[src/rtl/decoder_scan.sv]
// Scanning N-to-2**N decoder: direct load of a select value, or auto-scan
// through all positions holding each one for DWELL cycles.
module decoder_scan #(
    parameter int N     = 4,
    parameter int DWELL = 4
) (
    input  logic            clk,
    input  logic            rst,
    input  logic            en,
    input  logic            mode,
    input  logic            d_valid,
    input  logic [N-1:0]    d,
    output logic [2**N-1:0] out,
    output logic [N-1:0]    idx,
    output logic            out_valid,
    output logic            wrap
);
    localparam int          W    = 2**N;
    localparam logic [15:0] LAST = 16'(DWELL - 1);

    typedef enum logic [1:0] {IDLE, HOLD, SCAN} state_t;

    state_t      state;
    logic [15:0] cnt;
    logic [N-1:0] idx_inc;

    assign idx_inc = idx + N'(1);

    always_ff @(posedge clk) begin
        if (rst) begin
            state     <= IDLE;
            cnt       <= '0;
            idx       <= '0;
            out       <= '0;
            out_valid <= 1'b0;
            wrap      <= 1'b0;
        end else if (!en) begin
            // Blank the output; idx, state and dwell count stay frozen.
            out       <= '0;
            out_valid <= 1'b0;
            wrap      <= 1'b0;
        end else begin
            wrap      <= 1'b0;
            out_valid <= 1'b1;
            out       <= W'(1) << idx;
            if (mode) begin
                if (state == SCAN) begin
                    if (cnt == LAST) begin
                        cnt  <= '0;
                        idx  <= idx_inc;
                        out  <= W'(1) << idx_inc;
                        wrap <= &idx;
                    end else begin
                        cnt <= cnt + 16'd1;
                    end
                end else begin
                    state <= SCAN;
                    cnt   <= '0;
                end
            end else if (state == SCAN) begin
                state <= HOLD;
                cnt   <= '0;
            end else if (d_valid) begin
                state <= HOLD;
                idx   <= d;
                out   <= W'(1) << d;
            end else if (state == IDLE) begin
                // Nothing loaded yet: IDLE stays blank.
                out       <= '0;
                out_valid <= 1'b0;
            end
        end
    end
endmodule
[config.mk]
export PLATFORM = sky130hd
export DESIGN_NAME = decoder_scan
export DESIGN_NICKNAME = d
export VERILOG_FILES = /design/src/rtl/decoder_scan.sv
export SDC_FILE = /design/constraint.sdc
export NUM_CORES = 1
export LEC_CHECK = 0
export ABC_CLOCK_PERIOD_IN_PS = 2200
export BUFFER_PORTS_ARGS = -buffer_cell sky130_fd_sc_hd__buf_4
export CAP_MARGIN = 20
export CORE_MARGIN = 1
export CORE_UTILIZATION = 55
export CTS_BUF_LIST = sky130_fd_sc_hd__clkbuf_4 sky130_fd_sc_hd__clkbuf_8 sky130_fd_sc_hd__clkbuf_16
export CTS_CLUSTER_DIAMETER = 150
export CTS_CLUSTER_SIZE = 24
export DETAILED_ROUTE_END_ITERATION = 7
export PLACE_DENSITY = 0.76
export SLEW_MARGIN = 20
export SYNTH_ARGS = -nofsm -noshare
export SYNTH_HDL_FRONTEND = slang
export SYNTH_SLANG_ARGS = --single-unit
[constraint.sdc]
create_clock -name clk -period 2.2 [get_ports clk]
set_input_delay 0.55 -clock clk [delete_from_list [all_inputs] [get_ports clk]]
set_output_delay 0.55 -clock clk [all_outputs]
set_load 0.02 [all_outputs]
==> summary by stage, run 1 <==
Floorplan
The area of the core region is 4380 um^2. Pin placement for this block handled 31 I/O pins. From bottom edge to top edge, the die measures ~70 um.

The starting density of the core is 57.5%. The placement row count is 24. The width of the chip is 69.7 um.

The die covers about 4900 um^2.

Setup path
The sort of element at the start of the critical path is a flip-flop. The beginning of the worst register-to-register path is cnt[0]$_SDFFE_PP0P_. The most critical setup path has its startpoint at cnt[0]$_SDFFE_PP0P_.

Walking the worst path, the cells encountered are ha_1 > nor4b_1 > and4_4 > nor4_1 > a221oi_1 > a21oi_1. The worst setup path is captured at a flip-flop. The number of cells traversed by the worst register-to-register path is 6. The cell with the largest stage delay on the worst path is nor4_1.

Data on the critical path is required at its endpoint by 2.41 ns. For this run, the slowest stage of the critical path takes 0.53 ns. Of all nets on the critical path, the largest fanout is 7. The data arrival at the endpoint of the critical path is between 2 and 2.5 ns. The worst setup path is of the reg2reg kind.

Finish
After the last flow step, the layout net total stands at 351. The share of post-route cells with drive strength above 1 is between 10% and 20%. The total inserted antenna cells is 0. The post-route cell area is 2820 um^2. The area added between synthesis and finish is 11.7%. Once layout is complete, the utilization of the core stands at 64.3%.

Yosys
By area the synthesized netlist is led by dfxtp_1 32%, a21oi_1 5.8%, nand3_1 4.8%. Summed over all instances, the cell type with the most area after synthesis is dfxtp_1. Summing the sequential cell areas from Yosys gives 31.7% of the chip area. The number of enable-type register cells in the synthesized netlist is 0.

In this run, synthesis produced a sequential element count of 40. The count of different cell masters after synthesis is ~50. Synthesis produced a netlist with a net count of 330. The count of synthesis-stage warnings from yosys is 0. The predominant post-synthesis flop cell is dfxtp_1.

Of the post-synthesis cell area, the dominant cell type holds around a third. A synthesized cell averages 8.01 um^2. The synthesized instance count is 315.

The mapped netlist covers roughly 2500 um^2. The async set-reset flop share out of synthesis is 0%.

Detailed routing
After the first detailed-routing iteration, the DRC count stood at 244. The routed length per placed instance is 16.3 um. The remaining antenna violation count after routing is 0. In the routed design, unresolved DRC markers number 0. The detailed-route vias per instance is 6.56.

The detailed-router iteration count before antenna repair is 5. The overall via count from detail_route is 2545. After detailed routing, the total wire length is between 6000 and 7000 um.

Timing
For the final routed database, the setup TNS stands at 0 ns. Setup violations remaining at the end of the flow were counted as 0. The tightest slew margin relative to the limit is 54.1%.

The largest clock skew in the final design is 0.0105 ns. The slew of the pin with the lowest slew margin is 0.682 ns. The final number of hold-violating endpoints is 0.

Setup repair after global routing left no endpoint under its margin. The final critical path takes up 91.6% of the cycle. Across all setup checks in the final design, the least slack found is between 0.15 and 0.2 ns. Counting I/O delays and the setup requirement, the final critical path takes 2.01 ns. Static timing analysis puts the maximum clock frequency at 496 MHz.

The final count of pins violating max slew is 0.

Power
In this run the power density over the cells is 508 nW/um^2. The proportion of total power due to net switching is around 29%. The switching power total is 0.000410 W. The worst vdd rail ir drop is 332 uV. The fraction of power consumed by the clock network is 33.2%.

Of the total power, registers draw between 50% and 60%. The total internal power is 0.00102 W. The logic gate share of total power is between 10% and 20%.

The leakage dissipation is 0.957 nW.

Worst hold path
The number of cells on the worst hold path is 1. The kind of path behind the tightest hold check is reg2reg. The launch instance of the worst min-delay path is cnt[15]$_SDFFE_PP0P_.

Global route
The met1 track utilization from global routing is around two fifths. The via count of the first global-routing pass was roughly 2200. The most heavily used metal layer in global routing is met1. The wire length of the first global-routing pass is ~10000 um. The initial antenna violation count is 0. The met2 layer usage reported by global route is 37.4%. The global-route met3 utilization is 3.63%. The maximum number of pins on one net before global-route repair is 23. The leftover overflow at the end of global routing is 0.

The total global-route track usage is 26.1%.

CTS
The post-cts repair resize count is 0. In this run the clock root is driven by a clkbuf_8. The source-to-sink clock delay at the later pin of the worst-skew pair is about 0.30 ns.

After clock tree synthesis, the flow added hold-fix buffers numbering 0. The largest buffer count on any clock path is 2. The clock drives 40 sinks. The total CTS buffers is 5. The clock input transition at the sequential cells of the worst setup and hold paths is 0.08 ns. TritonCTS built the clock tree. The count of buffers added by post-CTS timing repair for setup is 0. The maximum level of the CTS H-tree is 2.

Status
The run finished with clean final reports.

Placed design
OpenSTA, run right after detailed placement, puts the worst setup slack at 0.194 ns. At the end of routability-driven placement, the weighted congestion stood at a little over 0.9. In this run the tool buffered the top-level ports with 30 buffer cells. The post-placement cell area is 2710 um^2. The half-perimeter wire length after placement is 4420 um.

Flow run
The count of max-cap constraint violations is 0.
==> synthesized netlist by cell type (8+ instances only) <==
master     n
clkbuf_1  10
nand4_1    9
dfxtp_1   40
a21oi_1   29
a31oi_1   15
inv_1     10
nor2_1    19
nand2_1   21
o21ai_0   16
nor3b_1    8
nand3_1   24
a22o_1     8
a221oi_1   9
==> area by class of cell <==
| class | count | area, um^2 |
|---|---|---|
| clock buffer | 5 | 68.8 |
| clock inverter | 2 | 12.5 |
| fill | 418 | 1570 |
| inverter | 11 | 41.3 |
| multi-input combinational | 241 | 1550 |
| sequential | 40 | 801 |
| tap | 52 | 65.1 |
| timing repair buffer | 37 | 278 |
==> state kept, by name, summed over array words and instances, names as in the netlist <==
| name | cells |
|---|---|
| idx | 4 |
| wrap | 1 |
| out | 16 |
| cnt | 16 |
| out_valid | 1 |
| state | 2 |
==> routing by layer <==
metal,wire length [um],part of all wire (%)
met5,0,0
met4,87,1.4
met3,481,7.6
met2,2720,43
met1,3050,48
==> cell families after synthesis <==
| family | count (synthesis) | share of synthesized area, % |
|---|---|---|
| AOI/OAI and AO/OA | 98 | 25.1 |
| and+or+nand+nor | 129 | 30.5 |
| xor gates and xnor gates | 5 | 1.74 |
| adders and majority gates | 6 | 2.98 |
| buffers and inverters | 34 | 6.75 |
| DFF | 40 | 31.7 |
| muxes | 3 | 1.19 |
==> power groups by stage <==
stage | clock network [W] | registers [W] | logic (W)
3_5_place_dp | 0 | 0.000763 | 0.000204
4_1_cts | 0.000479 | 0.000746 | 0.000205
3_3_place_gp | 0 | 0.000763 | 0.000203
5_1_grt | 0.000513 | 0.000748 | 0.000226
6_report | 0.000475 | 0.000746 | 0.000210
2_1_floorplan | 0 | 0.000770 | 0.000133
==> worst max-delay path: cells and delay by family (launching register included) <==
kind	cells	cell delay [ns]
fa+ha+maj	1	0.27
flops	1	0.36
compound gates	2	0.38
simple gates	3	0.92
==> metrics by stage <==
| step | instances | total power [W] | hold WS, ns |
|---|---|---|---|
| 2_1_floorplan | 315 | 0.000903 | 0.440 |
| 3_3_place_gp | 378 | 0.000966 | 0.451 |
| 3_5_place_dp | 378 | 0.000967 | 0.471 |
| 4_1_cts | 385 | 0.00143 | 0.485 |
| 5_1_grt | 388 | 0.00149 | 0.512 |
| 6_report | 388 | 0.00143 | 0.483 |
==> cell usage in the layout (no fill, tap or decap), drive strengths merged, types with 2 or more instances in the layout <==
master  Yosys  final
o32ai       2      2
a211oi      3      3
and2        4      4
nand4       9      9
nor4b       4      4
a32o        2      2
ha          6      6
nor2       19     19
nand3      26     26
buf        13     37
nor3b       8      8
and3        3      3
nor3        7      7
xnor2       4      4
a31oi      15     15
a221oi      9      9
nor4       11     11
dfxtp      40     40
inv        11     11
nand2      21     21
nor2b       5      5
and4        4      4
nand2b      7      7
mux2i       3      3
o22ai       4      4
a21oi      29     29
a22o        8      8
o211ai      2      2
o21ai      16     16
clkbuf     10      5
a311oi      2      2
==> final timing paths <==
path                            slack (ns)                    to
worst max register to register        0.19     out[1]$_SDFF_PP0_
worst min register to register        0.48  cnt[15]$_SDFFE_PP0P_
worst max-delay path                  0.19     out[1]$_SDFF_PP0_
worst min-delay path                  0.48  cnt[15]$_SDFFE_PP0P_
Power figures use the tool's default switching activity.
==> run 2: changes to the inputs <==
- ABC_AREA: default -> 1
==> run 2 against run 1 <==
- via count up 8.3%
- power up 4.0%
- routed wire length up 2.9%
==> summary by stage, run 2 <==
Status
The run finished with clean final reports.

Power
The leakage dissipation was 1.18 nW (+23%). The fraction of power consumed by the clock network is 35.5% (+2.3 points). The proportion of total power due to net switching is 28.3% (-0.36 points).

The overall power came to 0.00149 W (+4.0%). The logic gate share of total power is 14.2% (-0.5 points). The switching power total came to 0.000421 W (+2.7%). The total internal power is 0.00107 W (+4.5%). The power share of the sequential group is 50.3% (-1.9 points). The worst vdd rail ir drop is 422 uV (+27%).

The total power density per cell area is 486 nW/um^2 (-4.3%).

Floorplan
The width of the chip came to 72.3 um (+3.8%). The starting density of the core was 57.2% (-0.30 points). The vertical die dimension is 72.3 um (+3.8%). The area of the die is 5230 um^2 (+7.7%). The placement row count came to 25 (+4.2%). The area of the core region is 4750 um^2 (+8.4%). The number of top-level pins is 31 (unchanged).

Placed design
The half-perimeter wire length after placement is 4780 um (+8.1%). The port buffer count was 30 (unchanged). The final weighted congestion in routability-driven placement came to 0.982 (+7.9%).

The worst setup timing slack at the placement stage is 0.402 ns (+0.208 ns).

Yosys
The area of the mapped netlist is 2720 um^2 (+7.9%). The async set-reset flop share out of synthesis is 0% (unchanged). By area the synthesized netlist is led by dfxtp_1 29%, nand2_1 13%, nand3_1 7.7%. The count of synthesis-stage warnings from yosys is 0 (unchanged). The dominant cell type by area after synthesis is dfxtp_1.

Among all flip-flop cells after synthesis, the most frequent one is dfxtp_1. The synthesized instance count came to 406 (+29%). The fraction of synthesized cell area taken by the top area cell type is 29.4% (-2.3 points).

Ranked by instance count, the synthesized netlist is headed by 95 x nand2_1, 42 x nand3_1, 40 x dfxtp_1. The count of different cell masters after synthesis is 34 (-31%). The total nets after synthesis is 421 (+28%). The sequential fraction of the synthesis area is 29.4% (-2.3 points). The number of synthesized register bits is 40 (unchanged).

The number of enable-type register cells in the synthesized netlist was 0 (unchanged). The average cell area after synthesis is 6.70 um^2 (-16%). The leading cell type by number of instances after synthesis is nand2_1.

Timing
The largest clock skew in the final design is 0.0106 ns (+0.000121 ns). The final setup violation count is 0 (unchanged). The final count of pins violating max slew is 0 (unchanged).

The final number of hold-violating endpoints is 0 (unchanged). The peak clock frequency supported by timing is 554 MHz (+12%). The final worst-path cycle share is 82.1% (-9.5 points). The slew of the pin with the lowest slew margin was 0.604 ns (-0.0782 ns).

The tightest slew margin relative to the limit came to 59.7% (+5.6 points). The summed negative setup slack over all endpoints is 0 ns (unchanged). The time the worst path needs with I/O delays and setup was 1.81 ns (-0.208 ns).

The final critical-path setup slack was 0.394 ns (+0.208 ns). Setup repair after global routing left no endpoint under its margin.

CTS
The TritonCTS sink count is 40 (unchanged). The source-to-sink clock delay at the later pin of the worst-skew pair came to 0.30 ns (about the same). The total CTS buffers is 5 (unchanged). The post-cts repair resize count is 0 (unchanged).

The number of hold buffers added after cts is 0 (unchanged). The maximum level of the CTS H-tree is 2 (unchanged). The clock input transition at the sequential cells of the worst setup and hold paths is 0.08 ns (about the same). The TritonCTS clock tree is built. The cell at the root of the clock tree is clkbuf_8. The largest buffer count on any clock path was 2 (unchanged). The count of buffers added by post-CTS timing repair for setup is 0 (unchanged).

Global route
The leftover overflow at the end of global routing was 0 (unchanged). The wire length of the first global-routing pass is 10700 um (+3.3%). The initial antenna violation count was 0 (unchanged). The total global-route track usage is 26.1% (+0.055 points). The maximum number of pins on one net before global-route repair was 22 (-4.3%). The via count of the first global-routing pass is 2401 (+11%).

Finish
The share of post-route cells with drive strength above 1 is 22.8% (+6.1 points). The top cell types in the final layout, fill and taps aside, are 95 x nand2_1, 42 x nand3_1, 40 x dfxtp_1. The area growth from synthesis to layout is 12.5%.

The most frequent standard cell in the layout excluding fill and tap cells is nand2_1. The largest registers in the layout are cnt (16), out (16), idx (4). The post-layout net count is 448 (+28%). The total inserted antenna cells is 0 (unchanged).

Worst hold path
The number of cells on the worst hold path is 2 (+1). The min-delay analysis places its worst path in the category reg2reg.

Detailed routing
The remaining design rule violation count is 0 (unchanged). The routed length per placed instance is 13.0 um (-20%). The remaining antenna violation count after routing was 0 (unchanged). The overall via count from detail_route is 2756 (+8.3%). The detailed-router iteration count before antenna repair is 6 (+1). The total length of routed wires was 6520 um (+2.9%).

The number of DRC violations after detailed-routing iteration 0 was 322 (+32%). The detailed-route vias per instance was 5.50 (-16%).

Setup path
For this design, the slowest cell found on the critical path is dfxtp_1. The kind of critical path is reg2out. The instance count on the critical path came to 1 (-5).

The largest delay contributor family on the critical path is flip-flops. The data arrival at the endpoint of the critical path is 1.26 ns (-0.97 ns). The highest fanout seen on the critical path is 16 (+9). STA classifies the critical path startpoint as a flip-flop. Walking the worst path, the cells encountered are buf_4. The worst path buffer plus inverter count came to 1 (+1). The data required time of the critical path is 1.65 ns (-0.76 ns).

The number of cells traversed by the worst register-to-register path is 8 (+2). STA classifies the critical path endpoint as an output port. The maximum single-stage delay on the critical path was 0.71 ns (+0.18 ns).

Flow run
The count of max-cap constraint violations came to 0 (unchanged).
## run 2: cell count changes in the layout (fill, tap and decap cells not counted), moves of 9 or more
| cell | before | now |
|---|---|---|
| a21oi_2 | 0 | 9 |
| a221oi_1 | 9 | 0 |
| a31oi_1 | 15 | 1 |
| inv_1 | 10 | 38 |
| inv_2 | 1 | 10 |
| nand2_1 | 21 | 95 |
| nand2_2 | 0 | 12 |
| nand3_1 | 24 | 42 |
| nor2_1 | 19 | 34 |
## run 2: kinds of logic (layout without fill, tap and decap cells)
group | count (synthesis) | after routing | synth area share (%)
XOR/XNOR | 3 | 3 | 0.966
AND/OR/NAND/NOR | 219 | 219 | 40.4
adder cells (fa/ha/maj) | 6 | 6 | 2.76
flip-flops | 40 | 40 | 29.4
AO/OA/AOI/OAI | 76 | 76 | 16.4
buffers and inverters | 62 | 90 | 10.0
## run 2: area by class of cell
class / instances / area, um^2
Fill cell: 478 / 1690
Multi-Input combinational cell: 304 / 1650
Tap cell: 67 / 83.8
Inverter: 49 / 184
Clock buffer: 7 / 90.1
Sequential cell: 40 / 801
Timing Repair Buffer: 33 / 248
Clock inverter: 1 / 7.51
## run 2: worst reg2reg max path: cells and delay by family (launching register included)
family / cells / cell delay (ns)
flip-flops: 1 / 0.71
buffers and inverters: 1 / 0.19
AND/OR/NAND/NOR: 6 / 0.59
AO/OA/AOI/OAI: 1 / 0.19
## run 2: worst paths after layout
| path | from | to | slack [ns] |
|---|---|---|---|
| worst max register to register | idx[2]$_SDFFE_PP0P_ | out[8]$_SDFF_PP0_ | 0.43 |
| worst min register to register | cnt[14]$_SDFFE_PP0P_ | cnt[14]$_SDFFE_PP0P_ | 0.49 |
| worst min-delay path | cnt[14]$_SDFFE_PP0P_ | cnt[14]$_SDFFE_PP0P_ | 0.49 |
| worst max-delay path | idx[2]$_SDFFE_PP0P_ | idx[2] | 0.39 |
## run 2: power groups by stage
stage | combinational, W | clock, W | sequential (W)
2_1_floorplan | 0.000141 | 0 | 0.000771
3_3_place_gp | 0.000205 | 0 | 0.000765
3_5_place_dp | 0.000207 | 0 | 0.000765
4_1_cts | 0.000208 | 0.000535 | 0.000748
5_1_grt | 0.000230 | 0.000565 | 0.000750
6_report | 0.000211 | 0.000529 | 0.000748
## run 2: metal layers
metal / track usage (%) / share of wire, % / up-vias
met3: 6.25 / 8.9 / 11
met1: 36.2 / 46 / 1233
li1: - / - / 1384
met2: 40.3 / 44 / 128
met4: 7.84 / 1.3 / 0
met5: 0 / 0 / -
## run 2: stage by stage
stage / util, % / std cells / hold slack [ns] / instance area [um^2]
floorplan: - / 406 / 0.452 / 2720
global placement: 62.3 / 493 / 0.464 / 2960
detailed placement: 62.3 / 493 / 0.481 / 2960
CTS: 64.4 / 501 / 0.492 / 3060
global route: 64.4 / 501 / 0.520 / 3060
finish: 64.4 / 501 / 0.493 / 3060
==> run 3: changes to the inputs <==
- ABC_AREA: 1 -> 0
- ABC_CLOCK_PERIOD_IN_PS: 2200 -> 1600
- CORE_UTILIZATION: 55 -> 52
- PLACE_DENSITY: 0.76 -> 0.75
- clock period: 2.2 -> 1.6 ns (I/O delays scaled with it)
==> run 3 against run 2 <==
- the run now ends with negative setup slack left
- flip-flop and latch count unchanged
- power up 53%
- clock skew down 0.00096 ns
- register-to-register slack worse by 0.57 ns
- hold slack worse by 0.086 ns
- core utilization up 17 points
- non-clock buffer count up 64
- design area up 20%
- highest routed layer unchanged
==> summary by stage, run 3 (synthesized netlist as in run 1, its figures left out) <==
Global route
The global routing stage identified its most utilized layer as met2. The via count of the first global-routing pass is 2609 (+8.7%). The maximum number of pins on one net before global-route repair is 18 (-18%). The leftover overflow at the end of global routing came to 0 (unchanged).

The total global-route track usage is 31.5% (+5.4 points). The met2 layer usage reported by global route is 50.2% (+9.9 points). The initial antenna violation count was 0 (unchanged). The global-route met3 utilization is 5.20% (-1.0 points). The met1 track utilization from global routing is 43.4% (+7.3 points). The wire length of the first global-routing pass is 12700 um (+19%).

CTS
The total CTS buffers came to 5 (unchanged). The maximum level of the CTS H-tree came to 2 (unchanged). The clock input transition at the sequential cells of the worst setup and hold paths is 0.09 ns (about the same).

The root buffer cell chosen for the clock tree is clkbuf_8. The source-to-sink clock delay at the later pin of the worst-skew pair is 0.31 ns (about the same). The TritonCTS sink count came to 40 (unchanged).

TritonCTS built the clock tree. The largest buffer count on any clock path is 2 (unchanged).

Setup path
The signal on the critical path passes through ha_4 > nor4b_4 > and4_4 > nor4_2 > a221oi_1 > a21oi_1. STA classifies the critical path endpoint as a flip-flop. The data required time of the critical path is 1.76 ns (+0.11 ns). The data arrival at the endpoint of the critical path came to 1.90 ns (+0.64 ns). The maximum single-stage delay on the critical path was 0.36 ns (-0.35 ns).

The worst setup path is launched from a flip-flop. Among all stages on the critical path, the largest delay is contributed by dfxtp_2. By startpoint and endpoint, the worst setup path is classified as reg2reg.

The highest fanout seen on the critical path is 6 (-10).

Timing
The final setup violation count was 30 (+30). The final count of pins violating max slew came to 0 (unchanged). Setup repair after global routing could not meet its margin everywhere.

The largest clock skew in the final design is 0.00967 ns (-0.000965 ns). The final critical-path setup slack is -0.140 ns (-0.534 ns). Counting I/O delays and the setup requirement, the final critical path takes 1.74 ns. Static timing analysis puts the maximum clock frequency at roughly 570 MHz. The final number of hold-violating endpoints came to 0 (unchanged). The tightest slew margin relative to the limit is 51.9% (-7.8 points). The slew of the pin with the lowest slew margin is 0.719 ns (+0.115 ns).

The worst path uses 109% of the clock period. The summed negative setup slack over all endpoints is -2.24 ns (-2.24 ns).

Detailed routing
The routed length per placed instance is 18.8 um (+45%). The total length of routed wires is 8500 um (+30%). The remaining antenna violation count after routing came to 0 (unchanged). The overall via count from detail_route was 3020 (+9.6%). The number of DRC violations after detailed-routing iteration 0 is 485 (+51%). The detailed-route vias per instance is 6.70 (+22%). The detailed-router iteration count before antenna repair is 5 (-1). The remaining design rule violation count came to 0 (unchanged).

Finish
The layout filler cell count is 285 (-40%). The share of post-route cells with drive strength above 1 is 43.4% (+21 points). The area of combinational cells with multiple inputs came to 1870 um^2 (+14%). The final cell utilization of the core was 81.6% (+17 points). The most frequent standard cell in the layout excluding fill and tap cells is buf_4.

The register cell area after layout came to 821 um^2 (+2.5%). The area added between synthesis and finish is 45.7%. The post-route cell area is 3670 um^2 (+20%). The number of cells in the finished layout apart from fillers is 451 (-10%). The total inserted antenna cells is 0 (unchanged). The post-layout net count was 413 (-7.8%). The largest registers in the layout are cnt (16), out (16), idx (4). Leaving out fill and tap cells, the most frequent cells in the layout are 88 x buf_4, 28 x dfxtp_1, 23 x nand3_1.

Floorplan
The placement row count came to 24 (-4.0%). The starting density of the core was 56.0% (-1.2 points). The width of the chip is 71.6 um (-0.96%). The area of the core region is 4500 um^2 (-5.3%). The area of the die is 5130 um^2 (-1.9%). The vertical die dimension came to 71.6 um (-0.96%). The number of top-level pins is 31 (unchanged).

Placed design
The worst setup timing slack at the placement stage is -0.174 ns (-0.575 ns). The post-placement cell area was 3190 um^2 (+7.6%). The post-placement cell count is 438 (-11%). The half-perimeter wire length after placement is 5420 um (+13%). The final weighted congestion in routability-driven placement came to 0.921 (-6.2%). The port buffer count is 30 (unchanged).

Power
The worst vdd rail ir drop was 644 uV (+53%). The leakage dissipation is 1.37 nW (+16%). The total power density per cell area was 618 nW/um^2 (+27%).

Status
The run finished, with violations left. The checks that failed: negative setup slack.

Worst hold path
The kind of path behind the tightest hold check is in2reg.

Flow run
The count of max-cap constraint violations was 0 (unchanged).
==> run 3: through the flow <==
step                      hold WS [ns]  power [W]
after CTS                        0.412    0.00223
after global routing             0.441    0.00233
after detailed placement         0.538    0.00140
after floorplan                  0.440    0.00124
final                            0.407    0.00227
after global placement           0.525    0.00139
==> run 3: path summary, 6_finish.rpt <==
| path | to | from | slack (ns) | cells after the start |
|---|---|---|---|---|
| worst min register to register | cnt[15]$_SDFFE_PP0P_ | cnt[15]$_SDFFE_PP0P_ | 0.55 | 2 |
| worst min-delay path | state[1]$_SDFFE_PP0P_ | en | 0.41 | 3 |
| worst max-delay path | out[5]$_SDFF_PP0_ | cnt[1]$_SDFFE_PP0P_ | -0.14 | 6 |
| worst max register to register | out[5]$_SDFF_PP0_ | cnt[1]$_SDFFE_PP0P_ | -0.14 | 6 |
==> run 3: per-layer routing <==
layer	up-vias	wire length [um]	part of all wire (%)
li1	1367	-	-
met1	1426	3530	42
met2	197	3910	46
met3	30	790	9.3
met4	0	259	3.0
met5	-	0	0
==> run 3: report_power, final <==
part / internal, W / switching (W) / leakage, nW
Sequential: 0.00101 / 0.0000173 / 0.330
Combinational: 0.000163 / 0.000239 / 0.987
Clock: 0.000462 / 0.000384 / 0.0541
Total: 0.00163 / 0.000640 / 1.37
==> run 3: final cells by class <==
cell class              instances  area share [%]
clock inverters                 3            1.16
inverters                      11            1.12
well taps                      52            1.77
repair buffers                 97            20.7
flip-flops and latches         40            22.3
multi-input cells             243            51.0
clock buffers                   5            1.87
==> run 3: timing repair <==
| item | CTS | global route |
|---|---|---|
| pin swaps | 20 | 22 |
| hold buffers | 0 | 0 |
| gates resized for setup | 26 | 49 |
| hold endpoints to repair | 0 | 0 |
| endpoints found under the setup margin | 33 | 36 |
| buffers inserted | 3 | 0 |
| gates cloned | 3 | 0 |
==> run 3: critical path: cells and delay by family (launching register included) <==
family / cells / cell delay (ns)
DFF: 1 / 0.36
and+or+nand+nor: 3 / 0.68
AOI/OAI and AO/OA: 2 / 0.41
adders and majority gates: 1 / 0.16
